## config.mk

```make
export PLATFORM = sky130hd
export DESIGN_NAME = tagged_multicaster
export DESIGN_NICKNAME = d
export VERILOG_FILES = /design/src/rtl/tagged_multicaster.sv
export SDC_FILE = /design/constraint.sdc
export NUM_CORES = 1
export LEC_CHECK = 0
export CORE_ASPECT_RATIO = 0.8
export CORE_UTILIZATION = 50
export DETAILED_ROUTE_END_ITERATION = 16
export PLACE_DENSITY = 0.79
export RECOVER_POWER = 100
export SLEW_MARGIN = 20
export SYNTH_ARGS = -nofsm -noshare
export SYNTH_HDL_FRONTEND = slang
export SYNTH_HIERARCHICAL = 1
export SYNTH_SLANG_ARGS = --single-unit
```

## constraint.sdc

```tcl
create_clock -name clk -period 4.1 [get_ports clk]
set_input_delay 0.41 -clock clk [delete_from_list [all_inputs] [get_ports clk]]
set_output_delay 0.41 -clock clk [all_outputs]
set_load 0.05 [all_outputs]
```

## src/rtl/tagged_multicaster.sv

```systemverilog
// tagged_multicaster: per-PE multicast endpoint between a column bus and one PE.
// There are three tagged channels (ifmap, fltr, psum). Each channel has its own FIFO.
// A fire pulse goes to the PE, and its result returns over a valid/ready handshake.
// Optional feature macro: TMC_BROADCAST_EN. It adds the bus_bcast input, which makes
// a beat match regardless of its tag.
//
// Handshake rules, on both the bus side and the result side:
//   A transfer happens at a rising clk edge where valid and ready are both high.
//   Once res_valid is raised, res_valid and res_data hold until res_ready accepts them.
//   bus_ready is derived from the beat's own tag, the channel mask and the registered
//   full flags only. It never looks at a same-cycle pop.

`default_nettype none

// Channel FIFO. Each pointer carries one extra wrap bit, so full and empty can be
// told apart without a separate counter.
module tmc_fifo #(
    parameter int W     = 16,
    parameter int DEPTH = 2
) (
    input  logic         clk,
    input  logic         rst_n,
    input  logic         i_push,
    input  logic [W-1:0] i_din,
    input  logic         i_pop,
    output logic [W-1:0] o_dout,
    output logic         o_full,
    output logic         o_empty
);
    localparam int AW = $clog2(DEPTH);
    localparam int PW = AW + 1;

    logic [W-1:0]  r_mem [DEPTH];
    logic [PW-1:0] r_wr;
    logic [PW-1:0] r_rd;

    assign o_full  = ((r_wr ^ r_rd) == PW'(DEPTH));
    assign o_empty = (r_wr == r_rd);
    assign o_dout  = r_mem[r_rd[AW-1:0]];

    // Pointer update; callers only push when not full and only pop when not empty.
    always_ff @(posedge clk or negedge rst_n) begin
        if (!rst_n) begin
            r_wr <= '0;
            r_rd <= '0;
        end else begin
            if (i_push) r_wr <= r_wr + PW'(1);
            if (i_pop)  r_rd <= r_rd + PW'(1);
        end
    end

    // Storage write; contents need no reset because empty pointers gate every read.
    always_ff @(posedge clk) begin
        if (i_push) r_mem[r_wr[AW-1:0]] <= i_din;
    end
endmodule

module tagged_multicaster #(
    parameter int DATA_WIDTH = 16,
    parameter int NUM_COL    = 4,
    parameter int FIFO_DEPTH = 2,
    localparam int IDW       = $clog2(NUM_COL)
) (
    input  logic                    clk,
    input  logic                    rst_n,
    input  logic                    id_wr,
    input  logic [IDW-1:0]          id_in,
    input  logic [2:0]              cfg_ch_mask,
    input  logic [2:0]              bus_valid,
    output logic [2:0]              bus_ready,
    input  logic [3*IDW-1:0]        bus_tag,
`ifdef TMC_BROADCAST_EN
    input  logic [2:0]              bus_bcast,
`endif
    input  logic [DATA_WIDTH-1:0]   bus_ifmap,
    input  logic [DATA_WIDTH-1:0]   bus_fltr,
    input  logic [2*DATA_WIDTH-1:0] bus_psum,
    input  logic                    pe_ready,
    output logic                    pe_en,
    output logic [DATA_WIDTH-1:0]   pe_ifmap,
    output logic [DATA_WIDTH-1:0]   pe_fltr,
    output logic [2*DATA_WIDTH-1:0] pe_psum,
    input  logic                    pe_valid,
    input  logic [2*DATA_WIDTH-1:0] pe_res,
    output logic                    res_valid,
    input  logic                    res_ready,
    output logic [2*DATA_WIDTH-1:0] res_data,
    output logic                    err
);
    typedef enum logic [1:0] {
        S_IDLE  = 2'd0,
        S_BUSY  = 2'd1,
        S_DRAIN = 2'd2
    } state_t;

    state_t                  r_state;
    state_t                  w_state_next;
    logic [IDW-1:0]          r_id;
    logic [2:0]              w_match;
    logic [2:0]              w_push;
    logic [2:0]              w_pop;
    logic [2:0]              w_full;
    logic [2:0]              w_empty;
    logic                    w_fire;
    logic [DATA_WIDTH-1:0]   w_head_ifmap;
    logic [DATA_WIDTH-1:0]   w_head_fltr;
    logic [2*DATA_WIDTH-1:0] w_head_psum;

    logic                    r_pe_en;
    logic [DATA_WIDTH-1:0]   r_pe_ifmap;
    logic [DATA_WIDTH-1:0]   r_pe_fltr;
    logic [2*DATA_WIDTH-1:0] r_pe_psum;
    logic                    r_res_valid;
    logic [2*DATA_WIDTH-1:0] r_res_data;
    logic                    r_err;

    // ID register; a new ID applies to beats from the cycle after the write.
    always_ff @(posedge clk or negedge rst_n) begin
        if (!rst_n)     r_id <= '0;
        else if (id_wr) r_id <= id_in;
    end

    // Tag match, ready and push per channel; unmatched or masked beats are consumed and dropped.
    always_comb begin
        w_match   = '0;
        bus_ready = '1;
        w_push    = '0;
        for (int k = 0; k < 3; k++) begin
            w_match[k] = (bus_tag[k*IDW +: IDW] == r_id);
`ifdef TMC_BROADCAST_EN
            w_match[k] = w_match[k] | bus_bcast[k];
`endif
            bus_ready[k] = !w_match[k] | !cfg_ch_mask[k] | !w_full[k];
            w_push[k]    = bus_valid[k] & bus_ready[k] & w_match[k] & cfg_ch_mask[k];
        end
    end

    // Fire when idle, the PE is ready, and every enabled channel has a beat; an empty mask never fires.
    always_comb begin
        w_fire = (r_state == S_IDLE) & pe_ready & (|cfg_ch_mask) & (&(~cfg_ch_mask | ~w_empty));
        w_pop  = {3{w_fire}} & cfg_ch_mask;
    end

    tmc_fifo #(.W(DATA_WIDTH), .DEPTH(FIFO_DEPTH)) u_fifo_ifmap (
        .clk(clk), .rst_n(rst_n), .i_push(w_push[0]), .i_din(bus_ifmap), .i_pop(w_pop[0]),
        .o_dout(w_head_ifmap), .o_full(w_full[0]), .o_empty(w_empty[0])
    );
    tmc_fifo #(.W(DATA_WIDTH), .DEPTH(FIFO_DEPTH)) u_fifo_fltr (
        .clk(clk), .rst_n(rst_n), .i_push(w_push[1]), .i_din(bus_fltr), .i_pop(w_pop[1]),
        .o_dout(w_head_fltr), .o_full(w_full[1]), .o_empty(w_empty[1])
    );
    tmc_fifo #(.W(2*DATA_WIDTH), .DEPTH(FIFO_DEPTH)) u_fifo_psum (
        .clk(clk), .rst_n(rst_n), .i_push(w_push[2]), .i_din(bus_psum), .i_pop(w_pop[2]),
        .o_dout(w_head_psum), .o_full(w_full[2]), .o_empty(w_empty[2])
    );

    // FSM state register.
    always_ff @(posedge clk or negedge rst_n) begin
        if (!rst_n) r_state <= S_IDLE;
        else        r_state <= w_state_next;
    end

    // FSM next state: fire, then wait for the PE result, then wait for the bus to take it.
    always_comb begin
        w_state_next = r_state;
        case (r_state)
            S_IDLE:  if (w_fire)                   w_state_next = S_BUSY;
            S_BUSY:  if (pe_valid)                 w_state_next = S_DRAIN;
            S_DRAIN: if (r_res_valid && res_ready) w_state_next = S_IDLE;
            default:                               w_state_next = S_IDLE;
        endcase
    end

    // Registered PE operands and fire pulse; masked-out operands are zero.
    always_ff @(posedge clk or negedge rst_n) begin
        if (!rst_n) begin
            r_pe_en    <= 1'b0;
            r_pe_ifmap <= '0;
            r_pe_fltr  <= '0;
            r_pe_psum  <= '0;
        end else begin
            r_pe_en <= w_fire;
            if (w_fire) begin
                r_pe_ifmap <= cfg_ch_mask[0] ? w_head_ifmap : '0;
                r_pe_fltr  <= cfg_ch_mask[1] ? w_head_fltr  : '0;
                r_pe_psum  <= cfg_ch_mask[2] ? w_head_psum  : '0;
            end
        end
    end

    // Result return path; a stray pe_valid outside BUSY sets the sticky error flag and is ignored.
    always_ff @(posedge clk or negedge rst_n) begin
        if (!rst_n) begin
            r_res_valid <= 1'b0;
            r_res_data  <= '0;
            r_err       <= 1'b0;
        end else begin
            if (r_state == S_BUSY && pe_valid) begin
                r_res_valid <= 1'b1;
                r_res_data  <= pe_res;
            end else if (r_state == S_DRAIN && r_res_valid && res_ready) begin
                r_res_valid <= 1'b0;
            end
            if (pe_valid && r_state != S_BUSY) r_err <= 1'b1;
        end
    end

    assign pe_en     = r_pe_en;
    assign pe_ifmap  = r_pe_ifmap;
    assign pe_fltr   = r_pe_fltr;
    assign pe_psum   = r_pe_psum;
    assign res_valid = r_res_valid;
    assign res_data  = r_res_data;
    assign err       = r_err;
endmodule

`default_nettype wire

```

# ---- After elaboration in Yosys (flattened, before gate mapping)
# Memory sizes are Yosys's and may differ from the RTL's.
# Cells that the tools add are included.
dict set report totals {
  input_bits 116
  ff_bits 115
  ramBits 128
  n_memories 3
  word_cells 98
  output_inout_bits 102
}
# name words word_bits read_ports rd_clocked_by_memory_dff write_ports line_no
set mem_list {}
lappend mem_list {u_fifo_psum.r_mem 2 32 1 0 1 33} ;# logic [W-1:0] r_mem [DEPTH];
lappend mem_list {u_fifo_fltr.r_mem 2 16 1 0 1 33}
lappend mem_list {u_fifo_ifmap.r_mem 2 16 1 0 1 33}
dict set report op_classes {
  n_eq_ne 15
  muxes 15
  n_reduce_logical 19
  bitwise 25
  n_addsub 6
}
# op count
set ops {}
lappend ops {{two-way mux 16 bit} 2}
lappend ops {{two-way mux 32 bit} 1}
lappend ops {{adder 2 x 1 -> 2 bit, second input constant} 6}
lappend ops {{AND 1 bit} 12}
lappend ops {{== test 2 bit} 6}
lappend ops {{logical NOT 1 bit} 9}
lappend ops {{== test 2 bit, second input constant} 4}
lappend ops {{two-way mux 1 bit} 8}
lappend ops {{two-way mux 2 bit} 3}
lappend ops {{!= test 2 bit, second input constant} 3}
lappend ops {{NOT 3 bit} 2}
lappend ops {{bitwise OR 1 bit} 6}
lappend ops {{one-hot mux 2 bit (3 select lines)} 1}
lappend ops {{AND reduction 3 bit} 2}
lappend ops {{XOR 2 bit} 3}
lappend ops {{logical AND 1 bit} 5}
lappend ops {{AND 3 bit} 1}
lappend ops {{bitwise OR 3 bit} 1}
lappend ops {{OR reduction 3 bit} 1}
lappend ops {{== test 2 x 1 -> 1 bit, second input constant} 1}
lappend ops {{logical NOT 2 bit} 1}
lappend ops {{!= test 2 x 1 -> 1 bit, second input constant} 1}
lappend ops {{nonzero test 2 bit} 1}

# ---- Longest topological paths before layout
# Gate-level depths: netlist of run 1.
dict set report depth {
  depth_word 9
  depth_mapped 10
  mapped_depth_nobuf 7
}

# ---- By module
# The synthesis of run 1 kept the hierarchy.
# module cells_per_inst area_per_inst_um2 seq_area_each_um2 n_inst
set by_module_without_submodules {}
lappend by_module_without_submodules {tagged_multicaster 345 4369.2 2577.5 1}
lappend by_module_without_submodules {{tmc_fifo (u_fifo_fltr ...)} 65 1381.3 1061.0 2}
lappend by_module_without_submodules {{tmc_fifo (u_fifo_psum)} 115 2637.5 2021.9 1}

# ---- Least setup slack after synthesis of run 1
# OpenSTA, ideal clock, no wires.
dict set report synth_timing {
  kind {in2reg}
  from {input cfg_ch_mask[2]}
  to {memory u_fifo_psum/r_mem[0][0] in the netlist's numbering (enable)}
  required_time_ps 3675
  t_arrival_ps 2618
  path_stages 5
  path_buffers 2
  setup_time_ps 425
  path_slack_ps 1057
  path_cell_list {buf_6 -> clkbuf_1 -> nand3_1 -> nor3b_1 -> nor2b_1}
}
dict set report synth_between {
  elab_chain_cells 8
}
# item line_no
set synth_rtl {}
lappend synth_rtl {{start, declared} 68} ;# input logic [2:0] cfg_ch_mask,
lappend synth_rtl {{logical NOT 1 bit} 133} ;# bus_ready[k] = !w_match[k] | !cfg_ch_mask[k] | !w_full[k];
lappend synth_rtl {{bitwise OR 1 bit (2 in a row)} 133}
lappend synth_rtl {{AND 1 bit (2 in a row)} 134} ;# w_push[k] = bus_valid[k] & bus_ready[k] & w_match[k] & cfg_ch_mask[k];
lappend synth_rtl {{AND 1 bit (*)} 134}
lappend synth_rtl {{named net w_push[2]} 100} ;# logic [2:0] w_push;
lappend synth_rtl {{two-way mux 1 bit (*)} 54} ;# if (i_push) r_mem[r_wr[AW-1:0]] <= i_din;
lappend synth_rtl {{two-way mux 1 bit (not written as such) (*)} 54}
lappend synth_rtl {{end, declared} 33}
# Mark *: on every way through the listed nets, which the timed path passes. The rest lies on a longest branch.

# ---- Worst setup path after layout of run 1
dict set report layout_timing {
  from {register u_fifo_fltr.r_rd[0]}
  to {register r_pe_psum[14] (netlist: pe_psum[14])}
}
dict set report layout_between {
  elab_chain_cells 5
}
# item line_no
set layout_rtl {}
lappend layout_rtl {{start, declared} 35} ;# logic [PW-1:0] r_rd;
lappend layout_rtl {{start signal, assigned} 48} ;# if (i_pop) r_rd <= r_rd + PW'(1);
lappend layout_rtl {{== test 2 bit} 38} ;# assign o_empty = (r_wr == r_rd);
lappend layout_rtl {{named net w_empty[1]} 103} ;# logic [2:0] w_empty;
lappend layout_rtl {{NOT 3 bit} 140} ;# w_fire = (r_state == S_IDLE) & pe_ready & (|cfg_ch_mask) & (&(~cfg_ch_mask | ~w_empty));
lappend layout_rtl {{bitwise OR 3 bit} 140}
lappend layout_rtl {{AND reduction 3 bit} 140}
lappend layout_rtl {{AND 1 bit} 140}
lappend layout_rtl {{end signal, assigned} 186} ;# r_pe_psum <= cfg_ch_mask[2] ? w_head_psum : '0;
lappend layout_rtl {{end, declared} 112} ;# logic [2*DATA_WIDTH-1:0] r_pe_psum;
# The timed path passes the listed nets, and every way through them passes these cells.
# A chain may end at the register's enable or synchronous reset.

==> results, run 1 <==
- The run finished, with violations left.
- The final reports fail on max-capacitance violations, max-slew violations.
- The setup TNS is 0 ns.
- Cells with a size suffix above 1 make up 18.2% of the layout.
- The post-placement worst setup slack is 1.03 ns.
- The height of the die is 127 um.
- STA puts the critical path data arrival time at 3.58 ns.
- The total number of vias is 5,714.
- The library cell contributing the largest single delay on the critical path is clkbuf_1.
- The initial antenna violation count was 2.
- Summed over all layers, the global routing overflow is 0.
- The initial core utilization is 51.3%.
- The maximum fanout count along the critical path is 41.
- The hold violation total from the final report came to 0.
- The die width is 158 um.
- The root buffer cell chosen for the clock tree is clkbuf_16.
- The residual antenna-violating net count after detailed routing is 0.
- The synthesized design spends more area on one cell type than any other, namely edfxtp_1.
- The placeable core region is 19,000 um2.
- After clock tree synthesis, the clock-pin slew on the worst setup and hold paths is 0.06 ns.
- At the end of routability-driven placement, the weighted congestion stood at 0.765.
- The H-tree depth is 1.
- The clock network latency to the later pin of the worst-skew pair is 0.51 ns.
- Once layout is complete, the utilization of the core stands at 68.0%.
- The hold path depth is 1.
- The number of sinks handled by clock tree synthesis is 243.
- The most frequent standard cell in the layout excluding fill and tap cells is dlygate4sd3_1.
- The tightest hold path in the finished design has a slack of 0.473 ns.
- The startpoint-to-endpoint class of the critical path is flip-flop to flip-flop.
- The maximum number of pins on one net before global-route repair is 58.
- The number of placed instances with taps included is 1,044.
- The average instance area after synthesis is 16.6 um2.
- The routed design could run at a clock period as short as 3.18 ns.
- The worst supply voltage drop on vdd is 0.468 mV.
- In the layout the commonest cells are dlygate4sd3_1, edfxtp_1, dfrtp_1.
- The transition time at the pin with the least slew margin is 1.69 ns.
- The total nets after synthesis is 706.
- The max-slew headroom at the worst pin is -13.0%.
- The worst stage delay on the critical path is 0.72 ns.
- The final layout contains 929 nets.
- The overall routing resource usage is 20.9%.
- For this run, the number of Yosys warnings is 6.
- The number of clock buffers added by TritonCTS is 24.
- The signal on the critical path passes through buf_4, xor2_1, nor2_1, a222oi_1, nand3_4, clkbuf_1, a21o_1.
- The share of synthesized area in the top cell type comes to 39.3%.
- Post-CTS timing repair inserted 0 buffers for setup.
- Using the TritonRoute via totals, the vias-per-cell ratio works out to 5.24.
- After routing the design area is 12,900 um2.
- The synthesized netlist occupies a cell area of 9770 um2.
- The required time at the worst-slack endpoint is 4.50 ns.
- The worst path meets setup with 0.918 ns of slack.
- The non-filler instance count after layout is 1,090.
- Clock skew on the completed layout was measured at 0.0170 ns.
- The CTS tree is done.
- Summed over all layers, the routed wires come to 20,500 um.
- Static timing analysis puts the maximum clock frequency at 314 MHz.
- The min-delay analysis places its worst path in the category flip-flop to flip-flop.
- The tool flagged a number of max-cap violations equal to 3.
- In the routed design, unresolved DRC markers number 0.
- The number of different library cells used by synthesis comes to 26.
- The worst register-to-register path begins at u_fifo_fltr/r_rd[0]$_DFFE_PN0P_.
- After synthesis the netlist holds a flip-flop and latch count of 243.
- Once placement finished, the instance area stood at 12,100 um2.
- Setup repair after global routing left no endpoint under its margin.
- The total power divided by cell area is 757 nW/um2.
- Counting cells, the worst reg-to-reg path comes to 7.
- The largest buffer count on any clock path is 3.
- The worst setup path is launched from a flip-flop.
- The first-pass GRT wire length is 32,200 um.
- The first detailed-routing pass ran for 4 iterations.
- The number of setup violations in the final report is 0.
- The cell count after synthesis is 590.
- The total count of max-transition violations in the final report is 66.
- The category of the worst setup path capture point is a flip-flop.
- The HPWL reported at the end of detailed placement is 13,700 um.
- The number of global-route vias before repair came to 6,050.
- Input and output buffers added on the ports amount to 217.
- The total I/O pin count is 218.
- The critical path endpoint is pe_psum[14]$_DFFE_PN0N_.
- The DRC violation total after the first TritonRoute iteration is 360.
- Overall power consumption after layout is estimated at 9.80 mW.
- The portion of the post-synthesis area used by sequential elements is 68.8%.
- Sorting the synthesized cells by area gives the leading types as edfxtp_1, dfrtp_1, mux2_4.
- From synthesis to final layout, the design area changed by 32.5%.
- The share of the clock period used by the worst path after layout is 77.6%.
- The routed wire length per instance is 18.8 um.
- Summed over all cells, the static leakage comes to 5.67 nW.
- The worst reg2reg path endpoint is pe_psum[14]$_DFFE_PN0N_.
- Row generation in the floorplan step produced 45 rows.
- In this run the register-to-register setup slack is 0.92 ns.
- The floorplan step defined a die boundary enclosing 20,100 um2.
- The critical path startpoint is u_fifo_fltr/r_rd[0]$_DFFE_PN0P_.
## synth_stat cells, drive strengths merged
| library cell | count |
|---|---|
| and2 | 3 |
| a21oi | 2 |
| a21o | 49 |
| o21ai | 2 |
| nand4 | 3 |
| or3 | 1 |
| buf | 14 |
| clkbuf | 22 |
| mux2i | 16 |
| xnor2 | 9 |
| xor2 | 15 |
| edfxtp | 128 |
| nand2 | 23 |
| mux2 | 98 |
| and4 | 48 |
| nand3 | 5 |
| and3 | 2 |
| nor2b | 6 |
| dfrtp | 115 |
| inv | 19 |
| a222oi | 1 |
| nor3b | 4 |
| nor2 | 5 |
## area by class of cell
cell class,count,area [um2]
Antenna cell,1,2.50
Tap cell,258,323
Sequential cell,243,6720
Timing Repair Buffer,233,2270
Clock inverter,14,169
Clock buffer,30,654
Fill cell,1347,6080
Inverter,19,71.3
Multi-Input combinational cell,292,2730
## how the worst min path moves through the flow
stage                                  from                                  to  slack [ns]
floorplan                             rst_n                     err$_DFFE_PN0P_        0.11
finish               pe_psum[0]$_DFFE_PN0N_              pe_psum[0]$_DFFE_PN0N_        0.47
global placement            err$_DFFE_PN0P_                     err$_DFFE_PN0P_        0.45
CTS                            bus_psum[13]  u_fifo_psum/r_mem[1][13]$_DFFE_PP_        0.46
detailed placement          err$_DFFE_PN0P_                     err$_DFFE_PN0P_        0.46
global route        pe_ifmap[7]$_DFFE_PN0N_             pe_ifmap[7]$_DFFE_PN0N_        0.50
## cell families after synthesis
logic type	Yosys count	share of synthesized area, %
XOR/XNOR	24	2.15
AO/OA/AOI/OAI	54	4.07
buffers and inverters	55	3.45
multiplexers	114	14.6
AND/OR/NAND/NOR	100	6.90
flip-flops	243	68.8
## layer usage
metal	track usage (%)	share of wire [%]	up-vias
met1	27.9	43	2840
met2	35.2	49	209
met5	0	0.063	-
met4	5.43	1.8	2
li1	-	-	2628
met3	3.87	6.8	35
## registers in the layout, indices dropped and copies added (netlist names)
name,cells
u_fifo_psum/r_mem,64
u_fifo_fltr/r_rd,2
u_fifo_psum/r_wr,2
r_state,2
u_fifo_ifmap/r_mem,32
pe_ifmap,16
r_id,2
u_fifo_fltr/r_mem,32
err,1
res_valid,1
u_fifo_ifmap/r_wr,2
res_data,32
pe_en,1
u_fifo_fltr/r_wr,2
u_fifo_psum/r_rd,2
pe_psum,32
pe_fltr,16
u_fifo_ifmap/r_rd,2
## critical path: cells and delay by family (launching register included)
kind	cells	cell delay (ns)
compound gates	2	0.86
flops	1	0.33
buf+inv	2	1.02
xor+xnor	1	0.25
simple gates	2	0.60
## repair_timing
item	CTS	global route
gates resized for setup	0	0
endpoints found under the hold margin	10	0
hold buffers	1	0
## report_power, final
| part | switching [mW] | internal [mW] |
|---|---|---|
| sequential | 0.307 | 3.14 |
| combinational | 2.60 | 1.48 |
| clock | 0.885 | 1.38 |
| total | 3.80 | 6.00 |
Note: power is estimated with default switching activity, not from simulation.
==> inputs of run 2 (changes only) <==
Clock period 4.1 ns to 3.05 ns, I/O delays scaled along.
==> run 2 against run 1 <==
Against the previous run:
- the flow still finishes with violations (max-capacitance violations, max-slew violations)
- cell area down 0.26%
- die area is the same
- cell count up 0.55%
- total power grew 32%
- critical path depth is 3 lower
- sequential share of layout area is 0.14 points higher
- utilization shrank 0.18 points
==> results, run 2 (synthesis results as in run 1) <==
- Setup repair after global routing left no endpoint under its margin.
- The count of buffers inserted at the top-level ports is 217.
- The worst supply voltage drop on vdd is 0.588 mV.
- The critical path startpoint category is a flip-flop.
- The filler cell count is 1,322.
- The height of the die is 127 um.
- Leaving out fill and tap cells, the most frequent cell in the layout is dlygate4sd3_1.
- The residual antenna-violating net count after detailed routing is 0.
- The congestion estimate from routability-driven global placement came to 0.830.
- The clock passes through at most 3 buffers.
- The first-pass GRT wire length is 31,400 um.
- The worst register-to-register path begins at r_id[0]$_DFFE_PN0P_.
- Entering global routing, the biggest net connects 62 pins.
- The setup slack of the critical path after layout is 0.418 ns.
- Based on the critical path, the design can be clocked at up to 380 MHz.
- Summed over all cells, the static leakage comes to 5.65 nW.
- The library cell used as clock root buffer is clkbuf_16.
- Adding up every negative setup slack in the final design gives 0 ns.
- For flop-to-flop paths, the worst setup slack is 0.42 ns.
- The synthesis-to-layout area growth is 32.2%.
- The placeable core region is 19,000 um2.
- The required time at the worst-slack endpoint is 2.74 ns.
- The startpoint of the lowest-slack hold path is pe_res[19].
- The initial utilization of the core area, before any placement, comes to 51.3%.
- The total count of max-transition violations in the final report is 95.
- The worst hold path terminates at res_data[19]$_DFFE_PN0P_.
- The final net count is 935.
- The minimum clock period after layout is 2.63 ns.
- Wires add up to 20,200 um.
- The maximum fanout count along the critical path is 2.
- For this run, the total global-route usage over all layers was measured as 20.4%.
- The DRC violation total after the first TritonRoute iteration is 219.
- For the pin with the worst max-slew slack, the measured transition is 1.68 ns.
- The routed layout has 5,699 vias.
- For this design, the sink count on the clock tree is 243.
- The worst reg2reg path endpoint is u_fifo_psum/r_mem[1][1]$_DFFE_PP_.
- The worst pin sits at a relative slew slack of -11.9%.
- The first TritonRoute pass finished after 4 iterations.
- The global route total overflow is 0.
- The clock network latency to the later pin of the worst-skew pair is 0.52 ns.
- The multi-input combinational cells in the finished layout cover a total of 2730 um2.
- The die area is 20,100 um2.
- The fraction of layout instances using a drive strength above 1 is 17.7%.
- Timing analysis after detailed placement gives a worst setup slack of 0.561 ns.
- The critical path arrival is 2.33 ns.
- The total power is 13.0 mW.
- The row count is 45.
- The worst min-delay path category is input pin to flip-flop.
- The number of setup buffers added after CTS is 0.
- Registers take 6720 um2.
- The tool flagged a number of max-cap violations equal to 2.
- The number of clock buffers added by TritonCTS is 24.
- The number of global-route vias before repair is 5,923.
- The clock-pin slew on the worst setup and hold paths is 0.06 ns.
- Cells fill 67.9% of the core in the end.
- CTS built an H-tree with a depth of 1.
- The share of the clock period used by the worst path after layout is 86.3%.
- The HPWL reported at the end of detailed placement is 13,900 um.
- The total power divided by cell area is 1000 nW/um2.
- The number of vias per cell is 5.20.
- The routed wire length per instance is 18.5 um.
- The hold path depth is 2.
- The hold violation total from the final report is 0.
- Measured along the x axis, the die boundary spans 158 um.
- TritonCTS built the clock tree.
- The number of setup violations in the final report is 0.
- The startpoint-to-endpoint class of the critical path is flip-flop to output port.
- The initial antenna violation count is 1.
- The final reports fail on max-capacitance violations, max-slew violations.
- STA classifies the critical path endpoint as an output port.
- The flip-flop count of the largest register, all copies and words added is 64.
- The worst hold-check slack is 0.417 ns.
- The flow ran to the end, but the final reports show violations.
- The DRC violations left is 0.
- During I/O placement, the number of pins put on the boundary was 218.
- The number of cells on the worst reg-to-reg path is 5.
- In the layout the commonest cells are dlygate4sd3_1, edfxtp_1, dfrtp_1.
- Clock skew on the completed layout was measured at 0.0182 ns.
run 2: changes by cell type in the layout (fill, tap and decap cells not counted):
cell	change
clkbuf_8	+3
clkdlybuf4s50_1	+1
nor2b_1	+1
clkinv_1	-1
clkbuf_2	+4
nor2b_2	-1
dlygate4sd3_1	-1
bufinv_16	-3
clkbuf_4	+1
buf_4	-2
clkinv_2	-5
clkbuf_1	+9
run 2: power by group:
group / total [mW] / switching [mW] / internal, mW
Combinational: 5.52 / 3.50 / 2.02
Clock: 2.84 / 1.15 / 1.69
Sequential: 4.62 / 0.402 / 4.21
Total: 13.0 / 5.06 / 7.92
run 2: what timing repair did:
item	CTS	global route
hold buffers	1	0
hold endpoints to repair	60	0
endpoints found under the setup margin	0	0
resized for setup	0	0
run 2: final cells by class:
type,count,area share (%)
flip-flops and latches,243,52.1
multi-input cells,292,21.1
repair buffers,239,17.8
clock buffers,39,5.56
well taps,258,2.50
inverters,19,0.552
clock inverters,5,0.388
diodes,1,0.0194
run 2: critical path, stage by stage (launching register included):
cell           delay (ns)
dfrtp_1              0.40
xor2_1               0.19
nor2b_1              0.29
nand4_1              0.14
dlygate4sd3_1        0.79
run 2: worst max path at each step:
stage / startpoint / to / slack (ns) / depth (start not counted)
after floorplan: u_fifo_psum/r_rd[0]$_DFFE_PN0P_ / u_fifo_psum/r_mem[0][0]$_DFFE_PP_ / 0.07 / 5
after global placement: bus_tag[3] / u_fifo_fltr/r_mem[0][5]$_DFFE_PP_ / 0.66 / 6
after detailed placement: cfg_ch_mask[1] / pe_psum[25]$_DFFE_PN0N_ / 0.56 / 6
after CTS: u_fifo_psum/r_rd[1]$_DFFE_PN0P_ / bus_ready[2] / 0.48 / 4
after global routing: r_id[0]$_DFFE_PN0P_ / u_fifo_psum/r_mem[1][30]$_DFFE_PP_ / 0.24 / 5
final: u_fifo_psum/r_rd[1]$_DFFE_PN0P_ / bus_ready[2] / 0.42 / 4
run 2: layer usage:
metal / part of all wire [%] / vias up / GRT usage [%]
met3: 7.8 / 38 / 4.61
met5: 0 / - / 0
li1: - / 2644 / -
met1: 41 / 2813 / 27.1
met4: 2.2 / 0 / 5.37
met2: 49 / 204 / 34.0
run 2: through the flow:
stage,std cells,area (um2)
after global placement,1050,12200
after global routing,1095,12900
after floorplan,590,9770
after CTS,1095,13000
after detailed placement,1050,12200
final,1096,12900
==> inputs of run 3 (changes only) <==
Settings changed: CORE_ASPECT_RATIO 0.8 to 1.75.
==> run 3 against run 2 <==
Against the previous run:
- total power decreased by 0.16%
- first-iteration DRC count shrank 0.46%
- the flow still finishes with violations (max-capacitance violations, max-slew violations)
- highest routed layer unchanged
- maximum frequency increased by 0.53%
- clock power shrank 1%
- global-route usage is 0.79 points higher
==> results, run 3 (synthesis results as in run 1) <==
- The flow ran to the end, but the final reports show violations.
- The flop-to-flop setup slack is 0.43 ns.
- The critical path is of the flip-flop to flip-flop type.
- The final estimated routing congestion in global placement is 0.732.
- The worst reg2reg path endpoint is u_fifo_psum/r_rd[1]$_DFFE_PN0P_.
- The number of gates given a new drive strength after cts is 0.
- The final layout contains 932 nets.
- The most frequent standard cell in the layout excluding fill and tap cells is dlygate4sd3_1.
- The initial antenna violation count is 0.
- The number of buffers created by CTS is 22.
- The tool flagged a number of max-cap violations equal to 1.
- The clock reaches the later pin of the worst-skew pair after 0.50 ns.
- The required time at the worst-slack endpoint is 3.43 ns.
- The library cell used as clock root buffer is clkbuf_16.
- VDD sags by at most 0.668 mV.
- For the pin with the worst max-slew slack, the measured transition is 1.66 ns.
- The die width is 108 um.
- The repair_antennas step left the layout with diodes totalling 0.
- Traced cell by cell, the critical path runs through xor2_1, nor2_1, a222oi_1, clkbuf_2, and3_1, nand2_1, xnor2_1.
- The worst stage delay on the critical path is 0.62 ns.
- The synthesis-to-layout area growth is 32.0%.
- For this design the static power due to leakage is 5.66 nW.
- The largest buffer count on any clock path is 3.
- The flip-flop count of the largest register, all copies and words added is 64.
- The top cell types in the final layout, fill and taps aside, are dlygate4sd3_1, edfxtp_1, dfrtp_1.
- The worst hold path belongs to the class input pin to flip-flop.
- The first-pass iteration count of the detailed router is 4.
- Static timing analysis puts the maximum clock frequency at 382 MHz.
- The critical path startpoint category is a flip-flop.
- The die covers 20,100 um2.
- Setup violations remaining at the end of the flow were counted as 0.
- The total I/O pin count is 218.
- The placeable core region is 19,100 um2.
- The clock period could shrink to 2.62 ns.
- Tracing the worst setup path back leads to its startpoint at u_fifo_psum/r_wr[0]$_DFFE_PN0P_.
- TritonCTS built the clock tree.
- The hold violation total from the final report is 0.
- After detailed routing, the number of remaining DRC violations is 0.
- The wire-length estimate of the detail-placed layout is 14,600 um.
- Fill cells in the final layout number 1,299.
- The row count is 67.
- Of the available clock period, the critical path in the final layout requires 85.8%.
- The number of global-route vias before repair is 6,240.
- Net switching is 39.0% of the power.
- The maximum number of pins on one net before global-route repair is 76.
- The number of sinks handled by clock tree synthesis is 243.
- Across all hold checks on the routed design, the worst slack comes to 0.417 ns.
- The clock network burns 21.6% of the power.
- In this run the critical register-to-register path is launched from u_fifo_psum/r_wr[0]$_DFFE_PN0P_.
- The height of the die is 187 um.
- The count of buffers inserted at the top-level ports is 217.
- The number of vias per cell is 5.32.
- The setup TNS is 0 ns.
- The max-slew headroom at the worst pin is -10.5%.
- The residual antenna-violating net count after detailed routing is 0.
- The number of cells on the worst reg-to-reg path is 7.
- On the final layout, the worst clock skew is 0.0171 ns.
- The library cell contributing the largest single delay on the critical path is clkbuf_2.
- Of the cells placed in the final design, the portion with a size suffix greater than 1 is 17.8%.
- The power share of the combinational group is 42.7%.
- The category of the worst setup path capture point is a flip-flop.
- CTS built an H-tree with a depth of 1.
- The first-pass GRT wire length is 32,700 um.
- After clock tree synthesis, the clock-pin slew on the worst setup and hold paths is 0.07 ns.
- After detailed routing, the average wire length per cell comes to 19.4 um.
- For this configuration, the core starts out at a cell density of 51.1%.
- The critical path endpoint is u_fifo_psum/r_rd[1]$_DFFE_PN0P_.
- The DRC violation total after the first TritonRoute iteration is 218.
- The maximum fanout count along the critical path is 36.
- Of the total power, registers draw 35.7%.
- The net load switching power is 5.06 mW.
- For this run, the total global-route usage over all layers was measured as 21.2%.
- The internal power of the cells totals 7.90 mW.
- The checks that failed: max-capacitance violations, max-slew violations.
- After detailed routing, the total wire length is 20,800 um.
- The total count of max-transition violations in the final report is 33.
- The global route total overflow is 0.
- Power spread over the standard cell area amounts to 1000 nW/um2.
- The total number of vias is 5,713.
- The critical path arrival is 3.00 ns.
- Setup repair after global routing left no endpoint under its margin.
-- run 3: layout make-up --
type                    count  area [um2]  share of cell area [%]
multi-input cells         292        2740                    21.2
clock inverters            12         129                   0.999
repair buffers            238        2320                    18.0
flip-flops and latches    243        6720                    52.1
clock buffers              28         614                    4.76
well taps                 241         302                    2.34
inverters                  19        71.3                   0.553
-- run 3: critical path, delay by kind of cell, from the launching register on --
| family | cells | cell delay, ns |
|---|---|---|
| compound gates | 1 | 0.59 |
| simple gates | 3 | 0.43 |
| flops | 1 | 0.46 |
| xor+xnor | 2 | 0.40 |
| buf+inv | 1 | 0.62 |
-- run 3: power groups by stage --
stage / combinational (mW) / sequential (mW) / clock [mW]
global placement: 5.70 / 4.65 / 0
global route: 5.83 / 4.70 / 2.98
floorplan: 2.18 / 6.54 / 0
finish: 5.53 / 4.62 / 2.80
CTS: 5.84 / 4.65 / 2.85
detailed placement: 5.82 / 4.72 / 0
-- run 3: timing repair --
| item | in CTS | in global routing |
|---|---|---|
| setup buffers | 0 | 0 |
| hold buffers | 1 | 0 |
| endpoints found under the setup margin | 0 | 0 |
| endpoints found under the hold margin | 40 | 0 |
-- run 3: how the worst min path moves through the flow --
stage	start	to	slack (ns)	depth (start not counted)
after floorplan	rst_n	err$_DFFE_PN0P_	0.009	0
after global placement	rst_n	pe_fltr[2]$_DFFE_PN0N_	0.34	1
after detailed placement	rst_n	pe_fltr[2]$_DFFE_PN0N_	0.35	1
after CTS	rst_n	pe_fltr[2]$_DFFE_PN0N_	0.36	2
after global routing	pe_res[24]	res_data[24]$_DFFE_PN0P_	0.42	2
final	id_in[1]	r_id[1]$_DFFE_PN0P_	0.42	2
-- run 3: stage by stage --
step	total power, mW	utilization, %	std cells	setup slack (ns)	area, um2
final	13.0	67.5	1073	0.432	12900
after global placement	10.4	63.8	1032	0.571	12200
after global routing	13.5	67.5	1073	0.220	12900
after detailed placement	10.5	63.8	1032	0.439	12200
after floorplan	8.72	-	590	0.0746	9770
after CTS	13.4	67.8	1073	0.524	13000
-- run 3: per-layer routing --
metal	share of wire [%]	vias to the layer above	wire length (um)	global-route usage, %
li1	-	2631	-	-
met2	55	189	11500	39.6
met1	36	2853	7500	23.5
met3	5.2	40	1090	3.34
met4	3.2	0	665	8.22
met5	0	-	0	0
